`src/rtl/debug_led_pkg.sv`:
```
// Shared mode encodings for the 7-segment LED debug mirror.
// Optional heartbeat on LD[SEG_W] is enabled by defining DEBUG_LED_HEARTBEAT_EN.
package debug_led_pkg;

   typedef enum logic [1:0] {
      MODE_MANUAL = 2'b00,
      MODE_SCAN   = 2'b01,
      MODE_FREEZE = 2'b10
   } mode_t;

   // The unused encoding 2'b11 behaves exactly like MANUAL.
   function automatic mode_t norm_mode(input logic [1:0] m);
      case (m)
         2'b01:   norm_mode = MODE_SCAN;
         2'b10:   norm_mode = MODE_FREEZE;
         default: norm_mode = MODE_MANUAL;
      endcase
   endfunction

endpackage

```
`src/rtl/dwell_timer.sv`:
```
// Free-running dwell counter 0..DWELL_CYCLES-1; tick marks the last count.
// A tick or clr returns the count to zero on the next edge.
module dwell_timer #(
   parameter int DWELL_CYCLES = 50_000_000
) (
   input  logic clk,
   input  logic rst_n,
   input  logic clr,
   output logic tick
);

   localparam int CW = (DWELL_CYCLES > 1) ? $clog2(DWELL_CYCLES) : 1;
   localparam logic [CW-1:0] LAST = CW'(DWELL_CYCLES - 1);

   logic [CW-1:0] cnt;

   assign tick = (cnt == LAST);

   always_ff @(posedge clk or negedge rst_n) begin
      if (!rst_n) begin
         cnt <= '0;
      end else if (clr || tick) begin
         cnt <= '0;
      end else begin
         cnt <= cnt + 1'b1;
      end
   end

endmodule

```
`src/rtl/debug_seg_scan_led.sv`:
```
// Mirrors one digit of an active-low 7-segment bus onto LEDs (manual / scan / freeze).
// Define DEBUG_LED_HEARTBEAT_EN to turn LD[SEG_W] into a dwell-rate heartbeat.
module debug_seg_scan_led
   import debug_led_pkg::*;
#(
   parameter int NUM_DIGITS   = 4,
   parameter int SEG_W        = 7,
   parameter int DWELL_CYCLES = 50_000_000,
   localparam int IDX_W       = (NUM_DIGITS > 1) ? $clog2(NUM_DIGITS) : 1
) (
   input  logic                        clk,
   input  logic                        rst_n,
   input  logic [NUM_DIGITS*SEG_W-1:0] seg_n,
   input  logic [1:0]                  mode,
   input  logic                        step,
   output logic [SEG_W:0]              LD,
   output logic [IDX_W-1:0]            digit_idx,
   output logic                        idx_adv
);

   localparam logic [IDX_W-1:0] LAST_IDX = IDX_W'(NUM_DIGITS - 1);

   mode_t            mode_n;
   mode_t            mode_q;
   logic             mode_chg;
   logic             tick_raw;
   logic             tick;
   logic             adv;
   logic [IDX_W-1:0] idx_inc;
   logic [IDX_W-1:0] idx_next;
   logic [SEG_W-1:0] live_sel;
   logic [SEG_W-1:0] snapshot;
   logic [SEG_W-1:0] ld_seg;

   assign mode_n   = norm_mode(mode);
   assign mode_chg = (mode_n != mode_q);

   // A step in SCAN restarts the dwell but must not swallow a coincident tick.
   dwell_timer #(
      .DWELL_CYCLES(DWELL_CYCLES)
   ) u_dwell (
      .clk  (clk),
      .rst_n(rst_n),
      .clr  (mode_chg || ((mode_n == MODE_SCAN) && step)),
      .tick (tick_raw)
   );

   assign tick = tick_raw && !mode_chg;

   always_comb begin
      adv = 1'b0;
      case (mode_n)
         MODE_MANUAL: adv = step;
         MODE_SCAN:   adv = step || tick;
         default:     adv = 1'b0;
      endcase
   end

   assign idx_inc  = (digit_idx == LAST_IDX) ? '0 : digit_idx + 1'b1;
   assign idx_next = adv ? idx_inc : digit_idx;
   assign live_sel = ~seg_n[idx_next*SEG_W +: SEG_W];

   // mode_q is the controller state; the freeze entry cycle captures and shows the digit at once.
   always_ff @(posedge clk or negedge rst_n) begin
      if (!rst_n) begin
         mode_q    <= MODE_MANUAL;
         digit_idx <= '0;
         idx_adv   <= 1'b0;
         snapshot  <= '0;
         ld_seg    <= '0;
      end else begin
         mode_q    <= mode_n;
         digit_idx <= idx_next;
         idx_adv   <= adv && (NUM_DIGITS > 1);
         if (mode_n == MODE_FREEZE) begin
            if (mode_q != MODE_FREEZE) begin
               snapshot <= live_sel;
               ld_seg   <= live_sel;
            end else begin
               ld_seg   <= snapshot;
            end
         end else begin
            ld_seg <= live_sel;
         end
      end
   end

`ifdef DEBUG_LED_HEARTBEAT_EN
   logic heartbeat;

   always_ff @(posedge clk or negedge rst_n) begin
      if (!rst_n) begin
         heartbeat <= 1'b0;
      end else if (tick) begin
         heartbeat <= ~heartbeat;
      end
   end

   assign LD = {heartbeat, ld_seg};
`else
   assign LD = {1'b1, ld_seg};
`endif

endmodule

```
`config.mk`:
```
export PLATFORM = sky130hd
export DESIGN_NAME = debug_seg_scan_led
export DESIGN_NICKNAME = d
export VERILOG_FILES = /design/src/rtl/debug_led_pkg.sv /design/src/rtl/dwell_timer.sv /design/src/rtl/debug_seg_scan_led.sv
export SDC_FILE = /design/constraint.sdc
export NUM_CORES = 1
export LEC_CHECK = 0
export CAP_MARGIN = 25
export CORE_MARGIN = 4
export CORE_UTILIZATION = 33
export DETAILED_ROUTE_END_ITERATION = 10
export REMOVE_ABC_BUFFERS = 1
export SLEW_MARGIN = 10
export SYNTH_ARGS = -nofsm -noshare
export SYNTH_HDL_FRONTEND = slang
export SYNTH_SLANG_ARGS = --single-unit
```
`constraint.sdc`:
```
create_clock -name clk -period 4.9 [get_ports clk]
set_clock_uncertainty 0.1 [all_clocks]
set_input_delay 0.98 -clock clk [delete_from_list [all_inputs] [get_ports clk]]
set_output_delay 0.98 -clock clk [all_outputs]
set_load 0.005 [all_outputs]
```
==> metrics <==
vias=2277; core region area=0.00769 mm²; Final Hold Fails=0; Synth top cells by count=dfrtp_1 (45), nand3_1 (40), nand4_1 (35), nor2_1 (35), nand2_1 (24); Die Span X=96.6 µm; CTS Buf Count=5; fmax=approximately 280 MHz; XOR/XNOR Fraction of Synth Area=0.0879; root buffer cell=clkbuf_8; Synth Instances=287; Yosys warnings=0; CTS tree=built; Leak Pwr=1.28 nW; Period Utilization, post-route=0.717; Yosys top cell area share=0.435; hold path start=u_dwell.cnt[0]; syn avg cell area=9.02 µm²; Max Buffers Root-to-Sink=2; PD cells=roughly 340 mW/mm²; slew of the pin with the lowest slew margin=roughly 0.8 ns; maximum vdd drop=152 µV; Initial Util=0.337; mux contribution to synthesized area=0; Worst Path Required=a little over 5 ns; Synth Area in Compound Gates=0.0836; Port Buf Inserts=42; count leader, synth=dfrtp_1; Finished Cell Area=between 0.003 and 0.004 mm²; Worst R2R Path Depth=7; global placement routability congestion=0.859; H-tree depth=2; final WL=6630 µm; postcts setup bufs=0; Synth Area in Adders=0.0290; die extent in y=96.6 µm; flop and latch count out of synthesis=45; number of DRC markers in iteration 0=129; Worst Path Arrival=around 3.7 ns; post-detailed-route wirelength per cell=15.4 µm; Startpoint Class=primary input; Via density=5.31; post-route ant nets=0; TritonRoute pass-1 iters=5; Slew Limit Fails=0; post-synthesis sequential area ratio=0.435; Clk Latency, worst-skew pair=approximately 0.3 ns; crit end category=flip-flop; Reg2Reg Launch Point=u_dwell.cnt[0]; vias in the first global route=roughly 2300; post-layout net count=365; row cnt=32; post-layout min period=3.51 ns; Yosys top cell by area=dfrtp_1; Post-CTS Resized=0; crit path launch=mode[0]; top cells by area, synth=dfrtp_1 (43%), nand4_1 (8.5%), nand3_1 (7.7%); Worst Hold Depth=1; Top Ports=44; critical setup path kind=in2reg; Post-Syn Area=0.00259 mm²; global-route usage over all layers=0.153; crit path max fanout=15; final setup fails=0; DP Area=approximately 0.0031 mm²; EDFF count, synth=0; DRC viols=0; share of layout cells above drive strength 1=0.0673; grt total ovfl=0; pin count of the biggest net entering global routing=46; Post-CTS Hold Buffers=0; Clock Pin Slew Worst Setup and Hold Paths=0.09 ns; max-cap violations=0; dominant synthesized flop cell=dfrtp_1; status=finished clean; simple-gate share of the synthesized area=0.325; min-delay worst type=reg2reg; first-pass GRT wire length=11100 µm; Syn-to-layout area delta=24.9%; Netlist cell types=41; Rel. slew slack=0.454; largest family of logic cells by synthesized area=simple AND/OR/NAND/NOR gates; Final Non-Filler Cells=429; placed cell count=419; Post-synth ARST share=1.00; diode count=0; setup_tns=0 ns; initial antenna violation count=0; RSZ-0062 raised after global routing=false; Final HPWL DP=between 4000 and 5000 µm; clock tree sinks=45; Die ar.=0.00933 mm²
## worst max-delay path, stage by stage
cell and delay, ns:
clkdlybuf4s50_1 0.51, inv_1 0.07, ha_1 0.31, xnor2_1 0.29
and3_1 0.28, nand4_1 0.56, nand4_1 0.37, nand4_1 0.15
nand3_1 0.13
## where the power goes
group,internal [mW],switching [mW],leakage [nW],total [mW]
combinational,0.162,0.173,0.632,0.335
sequential,0.434,0.0356,0.592,0.469
clock,0.166,0.138,0.0574,0.304
## per-stage QoR
| step | hold slack [ns] | worst slack (ns) | power [mW] | util |
|---|---|---|---|---|
| finish | 0.393 | 1.39 | 1.11 | 0.421 |
| CTS | 0.396 | 1.41 | 1.11 | 0.416 |
| floorplan | 0.348 | 1.52 | 0.640 | - |
| detailed placement | 0.379 | 1.09 | 0.809 | 0.401 |
| global route | 0.416 | 1.14 | 1.19 | 0.421 |
| global placement | 0.375 | 1.21 | 0.803 | 0.401 |
## area by class of cell
class,count,area [µm²]
fill,769,4450
multi-input combinational,221,1370
sequential,45,1130
timing repair buffer,47,473
tap,102,128
clock buffer,6,82.6
clock inverter,2,37.5
inverter,6,22.5
## logic make-up after synthesis
kind of cell             Yosys count
AO/OA/AOI/OAI                     27
XOR/XNOR                          26
adder cells (fa/ha/maj)            6
buffers and inverters             21
flip-flops                        45
other                              1
AND/OR/NAND/NOR                  161
## flip-flops by register name (all words and copies together) (netlist names)
register,count
idx_adv,1
ld_seg,7
snapshot,7
digit_idx,2
mode_q,2
u_dwell.cnt,26
## cell usage in the layout, fill, tap and decap left out, types with 4 or more instances in the layout
cell,instances
and2_1,4
and3_1,5
and4_1,4
buf_4,4
clkbuf_8,6
clkdlybuf4s50_1,41
dfrtp_1,45
ha_1,6
inv_1,6
nand2_1,24
nand3_1,40
nand4_1,35
nor2_1,35
o31ai_1,14
xnor2_1,14
xor2_1,12
## routing by layer
metal	up-vias	track usage	wire length (µm)
met5	-	0	0
met4	0	0.0456	55
met3	7	0.0333	519
met2	101	0.249	3030
met1	1053	0.204	3020
li1	1116	-	-
## path summary, 6_finish.rpt
check / endpoint / slack [ns]
worst max-delay path: ld_seg[3] / 1.39
worst min-delay path: u_dwell.cnt[0] / 0.39
worst max register to register: ld_seg[3] / 2.18
worst min register to register: u_dwell.cnt[0] / 0.39
max in group asynchronous: u_dwell.cnt[12] / 3.64
min in group asynchronous: ld_seg[5] / 0.55
Power figures use the tool's default switching activity.
==> RTL change 1: new RTL, config.mk and constraints unchanged <==
The parameter `SEG_W` goes from 7 to 9.
--- a/src/rtl/debug_seg_scan_led.sv
+++ b/src/rtl/debug_seg_scan_led.sv
@@ -4,7 +4,7 @@
    import debug_led_pkg::*;
 #(
    parameter int NUM_DIGITS   = 4,
-   parameter int SEG_W        = 7,
+   parameter int SEG_W        = 9,
    parameter int DWELL_CYCLES = 50_000_000,
    localparam int IDX_W       = (NUM_DIGITS > 1) ? $clog2(NUM_DIGITS) : 1
 ) (
Ports: changed (resized LD and seg_n); port bits go from 44 to 54. No check against the original RTL was run, so the function may have changed too.
==> RTL change 1 against the unedited design <==
Critical path depth did not move; cell area rose by 9.4%; count of clock-buffer cells in the layout did not move; routed wire length rose by 13%; final cell count rose by 9.1%; total power rose by 11%; sequential power rose by 11%; sequential share of layout area fell by 0.15 points; synthesized area rose by 9.0%; sequential cell count rose by 4; setup slack got worse by 210 ps.
==> RTL change 1: results (changes against the unedited design) <==
power:
  ir_worst_vdd_mv: 0.1490  # -1.7%
  p_comb_mw: 0.401  # +20%
  p_clk_mw: 0.309  # +2%
  p_sw_mw: 0.3928  # +13%
  power.leakage_nw: 1.373  # +7.2%
global_routing:
  grt_pass1_wl_um: 12380  # +12%
  grt_pass1_vias: 2517  # +9.5%
  grt_max_degree: 50  # +8.7%
  globalRouteTotalUtil: 0.1512  # -0.001554
drt:
  vias_per_cell: 5.453  # +2.7%
  vias: 2552  # +12%
  wire_per_inst_um: 16.05  # +3.9%
yosys:
  synth_area_leaders: "dfrtp_1, nand4_1, nand3_1, o31ai_1, xnor2_1"
  synth_commonest_cells: "dfrtp_1, nand3_1, nand4_1"
  yosysSeqAreaShare: 0.4344  # about the same
  syn_avg_cell_area_um2: 8.933  # -1.0%
place:
  place_area_um2: 3417  # +11%
  place_inst: 460  # +9.8%
  gp_congestion: 0.7873  # -8.3%
  port_buffers: 52  # +24%
finish:
  final_layout_size_suffix_gt1_frac: 0.05510  # -0.01218
  fin_nets: 409  # +12%
  top_regs: "u_dwell.cnt: 26 flops, ld_seg: 9 flops, snapshot: 9 flops"
status:
  outcome: "finished clean"
critical_path:
  crit_path_max_fanout: 19  # +4
==> RTL change 1: kinds of logic after synthesis <==
group           Yosys count  share of synthesized area
buf+inv                  25                    0.03989
flops                    49                     0.4344
other cells               1                   0.001329
compound gates           33                    0.08865
simple gates            177                     0.3316
fa+ha+maj                 6                    0.02660
xor+xnor                 25                    0.07757
==> RTL change 1: final cells by class <==
type	count	area, µm²
fill	821	4721
multi-input combinational	242	1484
sequential	49	1226
timing repair buffer	56	545.5
tap	105	131.4
clock buffer	6	82.58
clock inverter	2	37.54
inverter	8	30.03
==> RTL change 1: stage by stage <==
step | setup slack [ps] | util
2_1_floorplan | 1680 | -
3_3_place_gp | 938.7 | 0.4138
3_5_place_dp | 860.2 | 0.4138
4_1_cts | 1192 | 0.4283
5_1_grt | 930.3 | 0.4283
6_report | 1175 | 0.4283
==> RTL change 1: path summary, 6_finish.rpt <==
check	startpoint	to	slack, ps	depth (start not counted)
setup / recovery	mode[0]	snapshot[7]	1180	9
hold / removal	u_dwell.cnt[0]	u_dwell.cnt[0]	390	1
setup reg to reg	u_dwell.cnt[0]	snapshot[7]	1880	7
hold reg to reg	u_dwell.cnt[0]	u_dwell.cnt[0]	390	1
max in group asynchronous	rst_n	u_dwell.cnt[13]	3580	2
min in group asynchronous	rst_n	ld_seg[0]	660	2
==> RTL change 1: worst max-delay path: stages <==
cell and delay [ps]:
clkdlybuf4s50_1 500, inv_1 70, ha_1 310, xnor2_1 270
and3_1 260, nand4_1 720, nand4_1 470, nand4_1 140
nand3_1 130
==> RTL change 1: layer usage <==
metal / vias to the layer above / routed length, µm / global-route usage
met5: - / 0 / 0
met4: 0 / 52 / 0.03627
met3: 8 / 587 / 0.03806
met2: 102 / 3378 / 0.2411
met1: 1179 / 3495 / 0.2064
li1: 1263 / - / -
==> RTL change 2: new RTL, same settings <==
Made on the original files. Register the output `LD`, without a reset; this adds one clock of latency there. The other outputs are not delayed to match.
--- a/src/rtl/debug_seg_scan_led.sv
+++ b/src/rtl/debug_seg_scan_led.sv
@@ -98,7 +98,9 @@
 
    assign LD = {heartbeat, ld_seg};
 `else
-   assign LD = {1'b1, ld_seg};
+   always_ff @(posedge clk) begin
+      LD <= {1'b1, ld_seg};
+   end
 `endif
 
 endmodule
Function: changed (Yosys sat finds a counterexample within 4 cycles, from zero or initial values and one cycle with rst_n low).
==> RTL change 2 against the unedited design <==
Routed wire length shrank 0.20%; total power is 3.7% higher; clock power down 16%; sequential cell count up 7; fmax up 0.96%; first-iteration DRC count fell by 15%; cell area rose by 3.1%; setup slack better by 33 ps; synthesized area is 5.4% higher.
==> RTL change 2: results (changes against the unedited design) <==
worst_hold_path:
  hold_class: "register to register"
place:
  gp_congestion: 0.8490  # -1.2%
  place_area_um2: 3239  # +5.2%
  dpl.hpwl_um: 4681  # +0.65%
  port_buffers: 42  # unchanged
global_routing:
  antenna_found_initial: 0  # unchanged
  grt_max_degree: 36  # -22%
  globalRouteTotalUtil: 0.1417  # -0.01099
  grt_pass1_wl_um: 11380  # +2.9%
yosys:
  synth_area_leaders: "dfrtp_1, nand4_1, nand3_1, dfxtp_1, nor2_1"
  synth_cell_type_count: 42  # +2.4%
  yosysSeqAreaShare: 0.4638  # +0.02901
  synth_commonest_cells: "dfrtp_1, nand3_1, nand4_1, nor2_1, nand2_1"
  async_reset_ff_frac: 0.8654  # -0.1346
clock_network:
  clk_pin_slew_ps: 100
  cts.root.buffer_cell: "clkbuf_8"
  cts_setup_buffers: 0  # unchanged
  cts_buffers: 5  # unchanged
  clk_latency_ps: 320  # +20 ps
  htreeDepth: 2  # unchanged
critical_path:
  crit_path_max_fanout: 15  # unchanged
  worst-endpoint-arrival_ps: 3630  # -20 ps
  slowest_delay_ps: 550
  cp_slowest_cell: "nand4_1"
power:
  ir_worst_vdd_mv: 0.1311  # -14%
  power.leakage_nw: 1.321  # +3.1%
finish:
  syn2layout_area_growth_pct: 22.18
  fillerInstances: 760  # -1.2%
  regMostFlops: "u_dwell.cnt"
  final_layout_size_suffix_gt1_frac: 0.06287  # -0.004404
  fin_nets: 372  # +1.9%
  diodes: 0  # unchanged
drt:
  first_pass_iters: 4  # -1
  routed_wl_um: 6615  # -0.20%
  drt_iter0_markers: 110  # -15%
  vias: 2284  # +0.31%
status:
  outcome: "finished clean"
timing:
  worst_pin_slew_ps: 800.2  # -15.29 ps
[RTL change 2: through the flow]
step | worst slack (ps) | std cells
floorplan | 1518 | 279
global placement | 1171 | 426
detailed placement | 1130 | 427
CTS | 1456 | 435
global route | 1245 | 436
finish | 1422 | 436
[RTL change 2: critical path, delay by kind of cell]
kind	cells	cell delay, ps
AND/OR/NAND/NOR	5	1470
adder cells (fa/ha/maj)	1	320
XOR/XNOR	1	270
buffers and inverters	2	600
[RTL change 2: logic make-up (layout without fill, tap and decap cells)]
| kind of cell | Yosys count | count (layout) | share of synthesized area |
|---|---|---|---|
| simple gates | 161 | 161 | 0.3084 |
| flops | 52 | 52 | 0.4638 |
| compound gates | 27 | 27 | 0.07929 |
| xor+xnor | 26 | 26 | 0.08341 |
| buf+inv | 21 | 61 | 0.03620 |
| fa+ha+maj | 6 | 6 | 0.02750 |
| other cells | 1 | 1 | 0.001374 |
[RTL change 2: per-layer routing]
layer	routed length, µm	global-route usage	vias to the layer above
met5	0	0	-
met4	85	0.04202	0
met3	510	0.03326	9
met2	2991	0.2252	74
met1	3028	0.1924	1061
li1	-	-	1140
[RTL change 2: power breakdown]
group          switching, mW  total (mW)  internal (mW)
combinational          0.173       0.335          0.162
sequential            0.0386       0.559          0.521
clock                  0.152       0.255          0.102
total                  0.364        1.15          0.785
[RTL change 2: path summary, 6_finish.rpt]
kind,from,end,slack [ps],depth (start not counted)
min reg2reg,ld_seg[3],LD[3],250,0
max,mode[0],snapshot[5],1420,9
max in group asynchronous,rst_n,u_dwell.cnt[2],3780,2
max reg2reg,u_dwell.cnt[0],snapshot[5],2210,7
min in group asynchronous,rst_n,ld_seg[5],430,1
min,ld_seg[3],LD[3],250,0
[RTL change 2: final cells by class]
class,count,area share
clock buffer,6,0.02176
clock inverter,2,0.004876
inverter,6,0.006752
multi-input combinational,221,0.4092
sequential,52,0.3796
tap,102,0.03826
timing repair buffer,47,0.1395
